`config.mk`:
```
export PLATFORM = sky130hd
export DESIGN_NAME = d_inst_queue
export DESIGN_NICKNAME = d
export VERILOG_FILES = /design/src/rtl/d_inst_queue.sv
export SDC_FILE = /design/constraint.sdc
export NUM_CORES = 1
export LEC_CHECK = 0
export CAP_MARGIN = 20
export CORE_MARGIN = 5
export CORE_UTILIZATION = 30
export DETAILED_ROUTE_END_ITERATION = 8
export PLACE_DENSITY_LB_ADDON = 0.15
export SYNTH_ARGS = -nofsm -noshare
export SYNTH_HDL_FRONTEND = slang
export SYNTH_SLANG_ARGS = --single-unit
export TNS_END_PERCENT = 10
```
`constraint.sdc`:
```
create_clock -name clk -period 3.4 [get_ports clk]
set_clock_uncertainty 0.15 [all_clocks]
set_input_delay 0.51 -clock clk [delete_from_list [all_inputs] [get_ports clk]]
set_output_delay 0.51 -clock clk [all_outputs]
set_load 0.005 [all_outputs]
```
`src/rtl/d_inst_queue.sv`:
```
// d_inst_queue: in-order instruction-return queue between the fetch request
// port and decode. Each accepted fetch request reserves an entry holding its
// pc. Returning instruction data fills entries in request order, and decode
// pops them from the head. A cancel flushes every queued entry. It also
// converts every still-outstanding response into a pending discard, which is
// tracked in drop_cnt_q.
//
// Handshakes:
//  - Decode side: valid_o/allowin_next. A pop happens in any cycle where
//    valid_o && allowin_next. valid_o never depends on allowin_next.
//  - Fetch side: allowin/req_fire. req_fire may only be asserted while
//    allowin=1. allowin depends on registered state only.
module d_inst_queue #(
  parameter int DATA_W = 32,
  parameter int PC_W   = 32,
  parameter int DEPTH  = 4,
  parameter int BYPASS = 1
) (
  input  logic                     clk,
  input  logic                     reset,
  input  logic                     req_fire,
  input  logic [PC_W-1:0]          req_pc,
  output logic                     allowin,
  input  logic                     inst_data_ok,
  input  logic [DATA_W-1:0]        inst_rdata,
  input  logic                     cancel,
  output logic                     valid_o,
  output logic [PC_W-1:0]          pc_o,
  output logic [DATA_W-1:0]        inst_o,
  input  logic                     allowin_next,
  output logic [$clog2(DEPTH):0]   count_o
);

  localparam int AW = $clog2(DEPTH);
  localparam int PW = AW + 1;
  localparam logic [PW:0] DEPTH_V = (PW+1)'(DEPTH);

  // Pointers carry one extra wrap bit so that a full queue differs from an
  // empty one.
  logic [PW-1:0] head_q, head_d;
  logic [PW-1:0] fill_q, fill_d;
  logic [PW-1:0] tail_q, tail_d;
  logic [PW-1:0] drop_cnt_q, drop_cnt_d;

  logic [PC_W-1:0]   pc_mem   [DEPTH];
  logic [DATA_W-1:0] inst_mem [DEPTH];

  logic [PW-1:0] count;
  logic [PW-1:0] pending;
  logic [PW-1:0] ready;
  logic [PW:0]   occupancy;
  logic          resp_drop;
  logic          resp_fill;
  logic          resp_consumed;
  logic          hit;
  logic          pop;
  logic          push;
  logic          store_inst;
  logic [AW-1:0] head_idx;
  logic [AW-1:0] fill_idx;
  logic [AW-1:0] tail_idx;

  assign head_idx = head_q[AW-1:0];
  assign fill_idx = fill_q[AW-1:0];
  assign tail_idx = tail_q[AW-1:0];

  assign count   = tail_q - head_q;
  assign pending = tail_q - fill_q;
  assign ready   = fill_q - head_q;

  // Slots still awaiting a response also count against capacity, so fetch
  // stays blocked until the discards drain.
  assign occupancy = {1'b0, count} + {1'b0, drop_cnt_q};
  assign allowin   = (occupancy < DEPTH_V);

  assign resp_drop     = inst_data_ok && (drop_cnt_q != '0);
  assign resp_fill     = inst_data_ok && (drop_cnt_q == '0) && (pending != '0);
  assign resp_consumed = resp_drop || resp_fill;

  // A hit forwards a response straight to decode when nothing filled is
  // waiting ahead of it.
  assign hit = (BYPASS != 0) && (ready == '0) && (pending != '0) &&
               (drop_cnt_q == '0) && inst_data_ok;

  assign valid_o = !cancel && ((ready != '0) || hit);
  assign pop     = valid_o && allowin_next;
  assign push    = req_fire && !cancel;

  // If a hit is popped in the same cycle, the data is never stored.
  assign store_inst = resp_fill && !cancel && !(hit && pop);

  assign pc_o    = (count == '0) ? '0 : pc_mem[head_idx];
  assign inst_o  = !valid_o ? '0 : (hit ? inst_rdata : inst_mem[head_idx]);
  assign count_o = count;

  // Next-state pointers and discard counter. Cancel takes priority over push,
  // fill and pop.
  always_comb begin
    head_d     = head_q;
    fill_d     = fill_q;
    tail_d     = tail_q;
    drop_cnt_d = drop_cnt_q;
    if (cancel) begin
      head_d     = '0;
      fill_d     = '0;
      tail_d     = '0;
      drop_cnt_d = drop_cnt_q + pending + PW'(req_fire) - PW'(resp_consumed);
    end else begin
      if (push)      tail_d     = tail_q + PW'(1);
      if (resp_fill) fill_d     = fill_q + PW'(1);
      if (resp_drop) drop_cnt_d = drop_cnt_q - PW'(1);
      if (pop)       head_d     = head_q + PW'(1);
    end
  end

  // Register the pointers and discard counter. Reset wins over everything.
  always_ff @(posedge clk) begin
    if (reset) begin
      head_q     <= '0;
      fill_q     <= '0;
      tail_q     <= '0;
      drop_cnt_q <= '0;
    end else begin
      head_q     <= head_d;
      fill_q     <= fill_d;
      tail_q     <= tail_d;
      drop_cnt_q <= drop_cnt_d;
    end
  end

  // Entry storage. Reset does not clear it, but it does block writes.
  always_ff @(posedge clk) begin
    if (!reset && push)       pc_mem[tail_idx]   <= req_pc;
    if (!reset && store_inst) inst_mem[fill_idx] <= inst_rdata;
  end

endmodule

```
* Yosys cells after proc, flatten, opt, wreduce, memory -nomap -nowiden
Memory sizes are Yosys's and may differ from the RTL's. A register that Yosys moved wholly into a read port is not among the register bits.
Cells that the tools add are included.
** Word-level totals
- Bits in registers :: 12
- Latch bits :: 0
- RAM bits :: 256
- Memory bits (read-only) :: 0
- Input port bits :: 70
- Output and inout port bits :: 69
- Word-level logic and storage cells :: 58
- Memories :: 2
** Memories
- inst_mem :: depth 4, width 32, read ports 1, clocked after Yosys merged registers in 1, write ports 1, line 46 : logic [DATA_W-1:0] inst_mem [DEPTH];
- pc_mem :: depth 4, width 32, read ports 1, clocked after Yosys merged registers in 1, write ports 1, line 45 : logic [PC_W-1:0] pc_mem [DEPTH];
** Cells by class
- Add/subtract/negate cells :: 11
- Multiply operators :: 0
- Div/mod/pow operators :: 0
- Order comparisons :: 1
- Equality and inequality tests :: 0
- Shifts and indexed selects :: 0
- Multiplexer cells :: 13
- Bitwise operators :: 0
- Reduce and logical (&&, ||, !) cells :: 27
** Operators with widths (number)
- $mux W32 :: 3
- $logic_and A1 B1 Y1 :: 14
- $add A3 B1 Y3 const B :: 3
- $logic_not A3 Y1 :: 3
- $reduce_bool A3 Y1 :: 3
- $sub A3 B3 Y3 :: 3
- $mux W2 :: 4
- $mux W3 :: 2
- $add A3 B3 Y4 :: 1
- $lt A4 B3 Y1 const B :: 1
- $mux W1 :: 4
- $add A3 B1 Y3 :: 1
- $add A3 B3 Y3 :: 1
- $logic_not A1 Y1 :: 3
- $sub A3 B1 Y3 :: 1
- $sub A3 B1 Y3 const B :: 1
- $logic_or A1 B1 Y1 :: 2
- $reduce_bool A2 Y1 :: 1
- $reduce_or A2 Y1 :: 1

* Longest topological paths before layout
Gate-level depths: netlist of the first run.
- Depth after elaboration :: 14
- Depth in mapped cells :: 14
- Depth with buffers taken out :: 14

* Worst setup path after synthesis of the first run
Ideal clock, no wire load.
- Kind :: register to register
- Start :: register tail_q[0]
- End :: register drop_cnt_q[2]
- Library setup time :: 0.106 ns
- Arrival :: 3.241 ns
- Data required time :: 3.144 ns
- Slack :: -0.097 ns
- Cell stages (with the launch flop) :: 15
- Buffers on the path :: 0
- Period minus slack after synthesis :: 3.497 ns
- Cells stage by stage :: dfxtp_1 inv_1 ha_1 fa_1 xnor3_2 a31o_2 nand2_1 ha_1 fa_1 inv_1 fa_1 xor2_1 a2111oi_0 mux2i_1 o311ai_0
** On the way
- Word-level cells in the longest chain between the ends :: 6
- Elaborated cells between the ends (all ways) :: 8
- Those cells by class :: 4 x add/sub; 1 x mux; 3 x reduce/logical
** RTL lines
- start: declaration :: line 42 : logic [PW-1:0] tail_q, tail_d;
- start signal: assignment :: line 126 : tail_q <= tail_d;
- $sub A3 B3 Y3 (*) :: line 68 : assign pending = tail_q - fill_q;
- branches (longest 3 deep; another with $add A3 B3 Y3)
- $sub A3 B1 Y3 (*) :: line 107 : drop_cnt_d = drop_cnt_q + pending + PW'(req_fire) - PW'(resp_consumed);
- $mux W3 (*) :: line 103 : if (cancel) begin
- end signal: assignment :: line 127 : drop_cnt_q <= drop_cnt_d;
- end: declaration :: line 43 : logic [PW-1:0] drop_cnt_q, drop_cnt_d;
Mark *: on every way between the ends.
A chain may end at the register's enable or synchronous reset.

* Worst setup path after layout of the first run
- Start :: register tail_q[0]
- End :: output inst_o[28]
** On the way
- Word-level cells in the longest chain between the ends :: 8
- Elaborated cells between the ends (all ways) :: 9
- Those cells by class :: 1 x add/sub; 2 x mux; 6 x reduce/logical
** RTL lines
- $sub A3 B3 Y3 (*) :: line 68
- $reduce_bool A3 Y1 (*) :: line 82 : assign hit = (BYPASS != 0) && (ready == '0) && (pending != '0) &&
- $logic_and A1 B1 Y1 (*) (2 in a row) :: line 82
- $logic_and A1 B1 Y1 (*) :: line 83 : (drop_cnt_q == '0) && inst_data_ok;
- $logic_or A1 B1 Y1 :: line 85 : assign valid_o = !cancel && ((ready != '0) || hit);
- $logic_and A1 B1 Y1 :: line 85
- $mux W32 (*) :: line 93 : assign inst_o = !valid_o ? '0 : (hit ? inst_rdata : inst_mem[head_idx]);
- end: declaration :: line 29 : output logic [DATA_W-1:0] inst_o,
Mark *: on every way between the ends. The rest lies on a longest branch, timed or not.

==> results of run 1 <==
[per-layer routing]
layer | vias to the layer above | global-route usage [%]
li1 | 2885 | -
met1 | 3318 | 17.0
met2 | 190 | 23.7
met3 | 47 | 2.21
met4 | 0 | 3.16
met5 | - | 0
[where the power goes]
group / internal (mW) / leakage (nW) / switching [mW]
Combinational: 0.443 / 2.05 / 0.426
Sequential: 3.67 / 2.42 / 0.0221
Clock: 1.74 / 0.447 / 1.25
[area by class of cell]
cell class	count	area, sq um	area share, %
Timing Repair Buffer	194	1890	12.8
Clock buffer	44	823	5.56
Tap cell	511	639	4.32
Sequential cell	270	7980	53.9
Inverter	15	58.8	0.397
Multi-Input combinational cell	296	3320	22.5
Clock inverter	12	90.1	0.608
[per-stage QoR]
stage / utilization, % / worst slack, ps / setup TNS (ps) / instance area [sq um] / hold slack [ps]
2_1_floorplan: - / 11.0 / 0 / 11300 / 317
4_1_cts: 39.4 / -188 / -5630 / 14700 / 366
3_5_place_dp: 36.2 / -131 / -131 / 13600 / 357
3_3_place_gp: 36.2 / 82.2 / 0 / 13600 / 325
6_report: 39.6 / -62.4 / -684 / 14800 / 359
5_1_grt: 39.6 / -255 / -7960 / 14800 / 395
[path summary, 6_finish.rpt]
kind              slack, ps       endpoint  cells past startpoint
setup / recovery        -60     inst_o[28]                     12
hold / removal          360       register                      2
hold reg to reg         360       register                      2
setup reg to reg        -30  drop_cnt_q[2]                     16
[synth_stat cells (all sizes together)]
| master | instances | area [sq um] |
|---|---|---|
| nand4 | 32 | 200 |
| mux4 | 64 | 1440 |
| o311ai | 1 | 8.76 |
| nand3b | 1 | 7.51 |
| xnor2 | 5 | 43.8 |
| clkbuf | 25 | 93.8 |
| inv | 15 | 56.3 |
| a31oi | 5 | 46.3 |
| a21oi | 37 | 185 |
| nand2 | 16 | 60.1 |
| a221oi | 1 | 8.76 |
| nand2b | 1 | 6.26 |
| or2 | 1 | 6.26 |
| o31a | 1 | 10.0 |
| and3 | 8 | 50.1 |
| ha | 19 | 238 |
| xnor3 | 1 | 23.8 |
| mux2i | 6 | 60.1 |
| a31o | 2 | 17.5 |
| a2111oi | 3 | 26.3 |
| o21ai | 32 | 160 |
| o211a | 1 | 10.0 |
| edfxtp | 256 | 7690 |
| a311o | 1 | 10.0 |
| buf | 17 | 140 |
| xor2 | 5 | 43.8 |
| and2b | 15 | 113 |
| nor2b | 20 | 125 |
| or3 | 3 | 18.8 |
| or3b | 1 | 8.76 |
| and2 | 1 | 6.26 |
| dfxtp | 14 | 280 |
| nor2 | 8 | 30.0 |
| nor3 | 1 | 5.00 |
| fa | 4 | 80.1 |
[critical path: stages, from the launching register on]
cell,delay [ps]
dfxtp_2,350
inv_4,50
ha_4,150
fa_2,320
xnor3_2,270
a31oi_4,220
buf_12,130
buf_12,100
buf_12,110
buf_16,140
nand4_1,120
a21oi_2,150
buf_2,130
[cells by family after synthesis]
| logic type | after synthesis | share of synthesized area, % |
|---|---|---|
| AOI/OAI and AO/OA | 84 | 4.27 |
| xor gates and xnor gates | 11 | 0.985 |
| adders and majority gates | 23 | 2.81 |
| buffers and inverters | 57 | 2.57 |
| DFF | 270 | 70.5 |
| muxes | 70 | 13.3 |
| and+or+nand+nor | 108 | 5.63 |
[sequential cells by signal (all words and copies together), names as in the netlist, named ones only]
register,cells
drop_cnt_q,3
pc_mem,128
fill_q,3
head_q,3
inst_mem,128
tail_q,3
[repair_timing]
action	CTS	global route
resized for setup	279	44
gates cloned	6	0
endpoints found under the setup margin	67	67
setup buffers	21	2
pin swaps	39	12
==> flow_summary.toml, run 1 <==
[outcome]
status = "finished with violations"
violations = "negative setup slack"

[cts]
insertion_delay_ps = 550
numCtsBuffers = 30
clock-root-buffer = "clkbuf_16"
cts.clk_slew.worst_paths_ps = 60
cts_sinks = 270
tritoncts = "yes"
postCtsHoldBufs = 0
clk_path_buf_depth = 3
htreeDepth = 1

[floorplan]
initial_core_util_pct = 30.2
die_area_sq_mm = 0.0417
io_pins = 139
die_w_um = 204
num_rows = 71
die_h_um = 204
core_sq_mm = 0.0374

[routing]
wl_um = 28100
drtIter0Drc = 232
num_vias = 6440
first_pass_iters = 4
via_per_inst = 4.80
drc_errors = 0
wire_per_inst_um = 21.0
met2_length_um = 14300
wl_met1_um = 11700
route.met3.wl_um = 1520
highest_layer = "met4"
ant_nets = 0

[grt]
grt_pass1_wl_um = 42900
antenna_found_initial = 0
overflow = 0
grt_pass1_vias = 7057
grt_start_max_net_pins = 38
grtUsageTotal_pct = 13.3

[timing]
finalCritPeriodShare_pct = 102
relSlewSlack_pct = 41.2
grt_setup_unrepaired = "true"
max_freq_ghz = 0.289
min_period_ps = 3460
setup-violations-final = 30
worst_slew_pin_slew_ps = 882
hold_viol = 0
setup_ws_ps = -62.4
drv_slew = 0

[flow_run]
drv_cap = 0

[power]
ir_drop_mv = 0.344
power_mw = 7.56
leakage_nw = 4.92
powerDensity_mw_per_mm2 = 510

[placed_design]
port_buffers = 138
place_inst = 1259
gp_congestion = 0.698
dp_hpwl_um = 15500

[synthesis]
ys_types = 38
yosys_warnings = 0
syn-num-nets = 716
syn_area_sq_mm = 0.0113
synth_seq_cells = 270
synth.yosys.seq_area_share_pct = 70.5
syn_inst = 623
synth.avg_cell_area_sq_um = 18.2

[finish]
stdcell_count = 1342
final_cell_mix = "edfxtp_1 (256), clkdlybuf4s50_1 (71), mux4_2 (64)"
area_growth_pct = 30.9
drive_gt1_share_pct = 34.4
antenna_cells = 0
final_nets = 900
fillCellCount = 3433
final_common_cell = "edfxtp_1"

[critical_path]
end_kind = "output pin"
cp_max_fo = 7
cp-start-kind = "register"
required_ps = 2740
rr_startpoint = "tail_q[0]"
criticalPathCategory = "register to output pin"
worst_setup_path_startpoint = "tail_q[0]"
cp.arrival_ps = 2800

[hold_path]
hold_path.startpoint = "head_q[1]"
hold_path_class = "register to register"
No activity file was read; power rests on OpenSTA's default activity.
==> inputs of run 2 (changes only) <==
--- a/config.mk
+++ b/config.mk
@@ -13,4 +13,4 @@
 export SYNTH_ARGS = -nofsm -noshare
 export SYNTH_HDL_FRONTEND = slang
 export SYNTH_SLANG_ARGS = --single-unit
-export TNS_END_PERCENT = 10
+export TNS_END_PERCENT = 100
==> constraint.sdc (replaced) <==
create_clock -name clk -period 2.95 [get_ports clk]
set_clock_uncertainty 0.15 [all_clocks]
set_input_delay 0.4425 -clock clk [delete_from_list [all_inputs] [get_ports clk]]
set_output_delay 0.4425 -clock clk [all_outputs]
set_load 0.005 [all_outputs]
==> run 2 against run 1 <==
Compared with the run above: the run still ends with negative setup slack left; global-route usage up 0.22 points; design area grew 1.9%; via count grew 0.59%; hold slack got worse by 220 ps; core utilization increased by 0.77 points; largest power group unchanged; highest routed layer unchanged.
==> flow_summary.toml, run 2 (synthesis results as in run 1) <==
[critical_path]
rr_worst_depth = 14
required_ps = 2360
cp-start-kind = "register"
cp_max_fo = 6
r2r-end = "drop_cnt_q[2]"
rr_startpoint = "tail_q[0]"
regToRegSetupSlack_ps = -260
end_kind = "output pin"
criticalPathCategory = "register to output pin"
cp.arrival_ps = 2740

[floorplan]
initial_core_util_pct = 30.2
core_sq_mm = 0.0374
die_h_um = 204
io_pins = 139
num_rows = 71
die_area_sq_mm = 0.0417
die_w_um = 204

[outcome]
violations = "negative setup slack"
status = "finished with violations"

[routing]
wl_um = 28500
wire_per_inst_um = 21.0
via_per_inst = 4.76
drc_errors = 0
first_pass_iters = 4
ant_nets = 0
drtIter0Drc = 306
num_vias = 6478

[placed_design]
placed_area_sq_mm = 0.0138
dp_hpwl_um = 16400
port_buffers = 138
gp_congestion = 0.731

[hold_path]
hold-path-endpoint = "drop_cnt_q[1]"
hold_path_depth = 3
hold_path_class = "input port to register"
hold_path.startpoint = "cancel"

[grt]
grt_pass1_wl_um = 43800
grtUsageMet2_pct = 23.8
grt_start_max_net_pins = 36
grtUsageTotal_pct = 13.5
use_met1_pct = 17.5
grtUsageMet3_pct = 2.70
grt_pass1_vias = 7204
grt_busiest_layer = "met2"
antenna_found_initial = 0
overflow = 0

[power]
p_int_mw = 6.92
swShare_pct = 21.9
ir_drop_mv = 0.378
combPwrFrac_pct = 11.4
p_clk_share_pct = 40.4
p_sw_mw = 1.94
sequentialPowerShare_pct = 48.1
leakage_nw = 5.09
powerDensity_mw_per_mm2 = 586

[flow_run]
drv_cap = 0

[finish]
area_growth_pct = 33.5
top_regs = "inst_mem: 128 flops, pc_mem: 128 flops"
regArea_sq_mm = 0.00798
final_cell_mix = "edfxtp_1 (256), clkdlybuf4s50_1 (70), buf_2 (67)"
final_nets = 920
fillCellCount = 3396
multi_input_area_sq_mm = 0.00339
drive_gt1_share_pct = 38.0
final_cell_area_sq_mm = 0.0151
final_common_cell = "edfxtp_1"

[timing]
setup-violations-final = 67
min_period_ps = 3340
worst_slew_pin_slew_ps = 508
setup_ws_ps = -386
worst_hold_slack_ps = 144
relSlewSlack_pct = 66.0
finalCritPeriodShare_pct = 113
hold_viol = 0
max_freq_ghz = 0.300
drv_slew = 0
grt_setup_unrepaired = "true"

[cts]
insertion_delay_ps = 550
cts_sinks = 270
numCtsBuffers = 30
postCtsHoldBufs = 0
tritoncts = "yes"
cts.clk_slew.worst_paths_ps = 60
htreeDepth = 1
clk_path_buf_depth = 3
clock-root-buffer = "clkbuf_16"
==> run 2: cell types whose count changed in the layout (fill, tap and decap cells not counted), moves of 7 or more <==
| cell | previous run | this run |
|---|---|---|
| clkbuf_1 | 12 | 5 |
| a21oi_2 | 11 | 18 |
| buf_4 | 22 | 37 |
| buf_2 | 56 | 67 |
| nor2b_4 | 6 | 13 |
| clkbuf_2 | 10 | 0 |
| a21oi_1 | 26 | 19 |
==> run 2: final cells by class <==
| class | instances | share of cell area, % |
|---|---|---|
| Multi-Input combinational cell | 296 | 22.5 |
| Timing Repair Buffer | 214 | 13.7 |
| Antenna cell | 1 | 0.0166 |
| Inverter | 15 | 0.390 |
| Clock inverter | 17 | 1.02 |
| Sequential cell | 270 | 52.9 |
| Clock buffer | 36 | 5.26 |
| Tap cell | 511 | 4.24 |
==> run 2: how the worst max path moves through the flow <==
stage | from | endpoint | cells past startpoint | slack (ps)
5_1_grt | tail_q[0] | inst_o[7] | 12 | -550
3_3_place_gp | tail_q[0] | allowin | 10 | -220
2_1_floorplan | tail_q[0] | drop_cnt_q[2] | 14 | -230
6_report | tail_q[0] | inst_o[7] | 12 | -390
3_5_place_dp | tail_q[1] | drop_cnt_q[2] | 13 | -300
4_1_cts | tail_q[0] | pc_o[5] | 13 | -490
==> run 2: repair_timing <==
action / in CTS / in global routing
pin swaps: 41 / 8
resized for setup: 342 / 12
setup endpoints to repair: 69 / 187
setup buffers: 21 / 5
cloned: 7 / 0
==> run 2: power by group through the flow <==
stage	Clock (mW)	Sequential [mW]	Combinational, mW
floorplan	0	4.34	0.428
global placement	0	4.34	0.821
detailed placement	0	4.34	0.850
CTS	3.70	4.26	1.02
global route	3.87	4.26	1.10
finish	3.58	4.26	1.01
==> run 2: per-stage QoR <==
| step | setup slack (ps) | util, % | total power, mW | cells | TNS [ps] |
|---|---|---|---|---|---|
| 6_report | -386 | 40.4 | 8.85 | 1360 | -20390 |
| 5_1_grt | -553 | 40.4 | 9.23 | 1359 | -28860 |
| 4_1_cts | -491 | 40.3 | 8.98 | 1358 | -26920 |
| 3_5_place_dp | -295 | 36.8 | 5.19 | 1279 | -6510 |
| 3_3_place_gp | -219 | 36.8 | 5.16 | 1279 | -5410 |
| 2_1_floorplan | -234 | - | 4.76 | 623 | -234 |
==> run 2: worst max-delay path, stage by stage (launching register included) <==
cell     delay [ps]
dfxtp_2         350
inv_4            50
ha_4            150
fa_2            320
xnor3_2         280
a31oi_4         190
buf_12          140
buf_12          110
buf_16          120
buf_6           110
nand4_1          90
a21oi_1         160
buf_2           130
==> run 2: metal layers <==
| layer | up-vias | part of all wire, % | routed length (um) |
|---|---|---|---|
| li1 | 2929 | - | - |
| met1 | 3347 | 42 | 12000 |
| met2 | 161 | 51 | 14500 |
| met3 | 41 | 5.0 | 1420 |
| met4 | 0 | 2.0 | 584 |
| met5 | - | 0 | 0 |
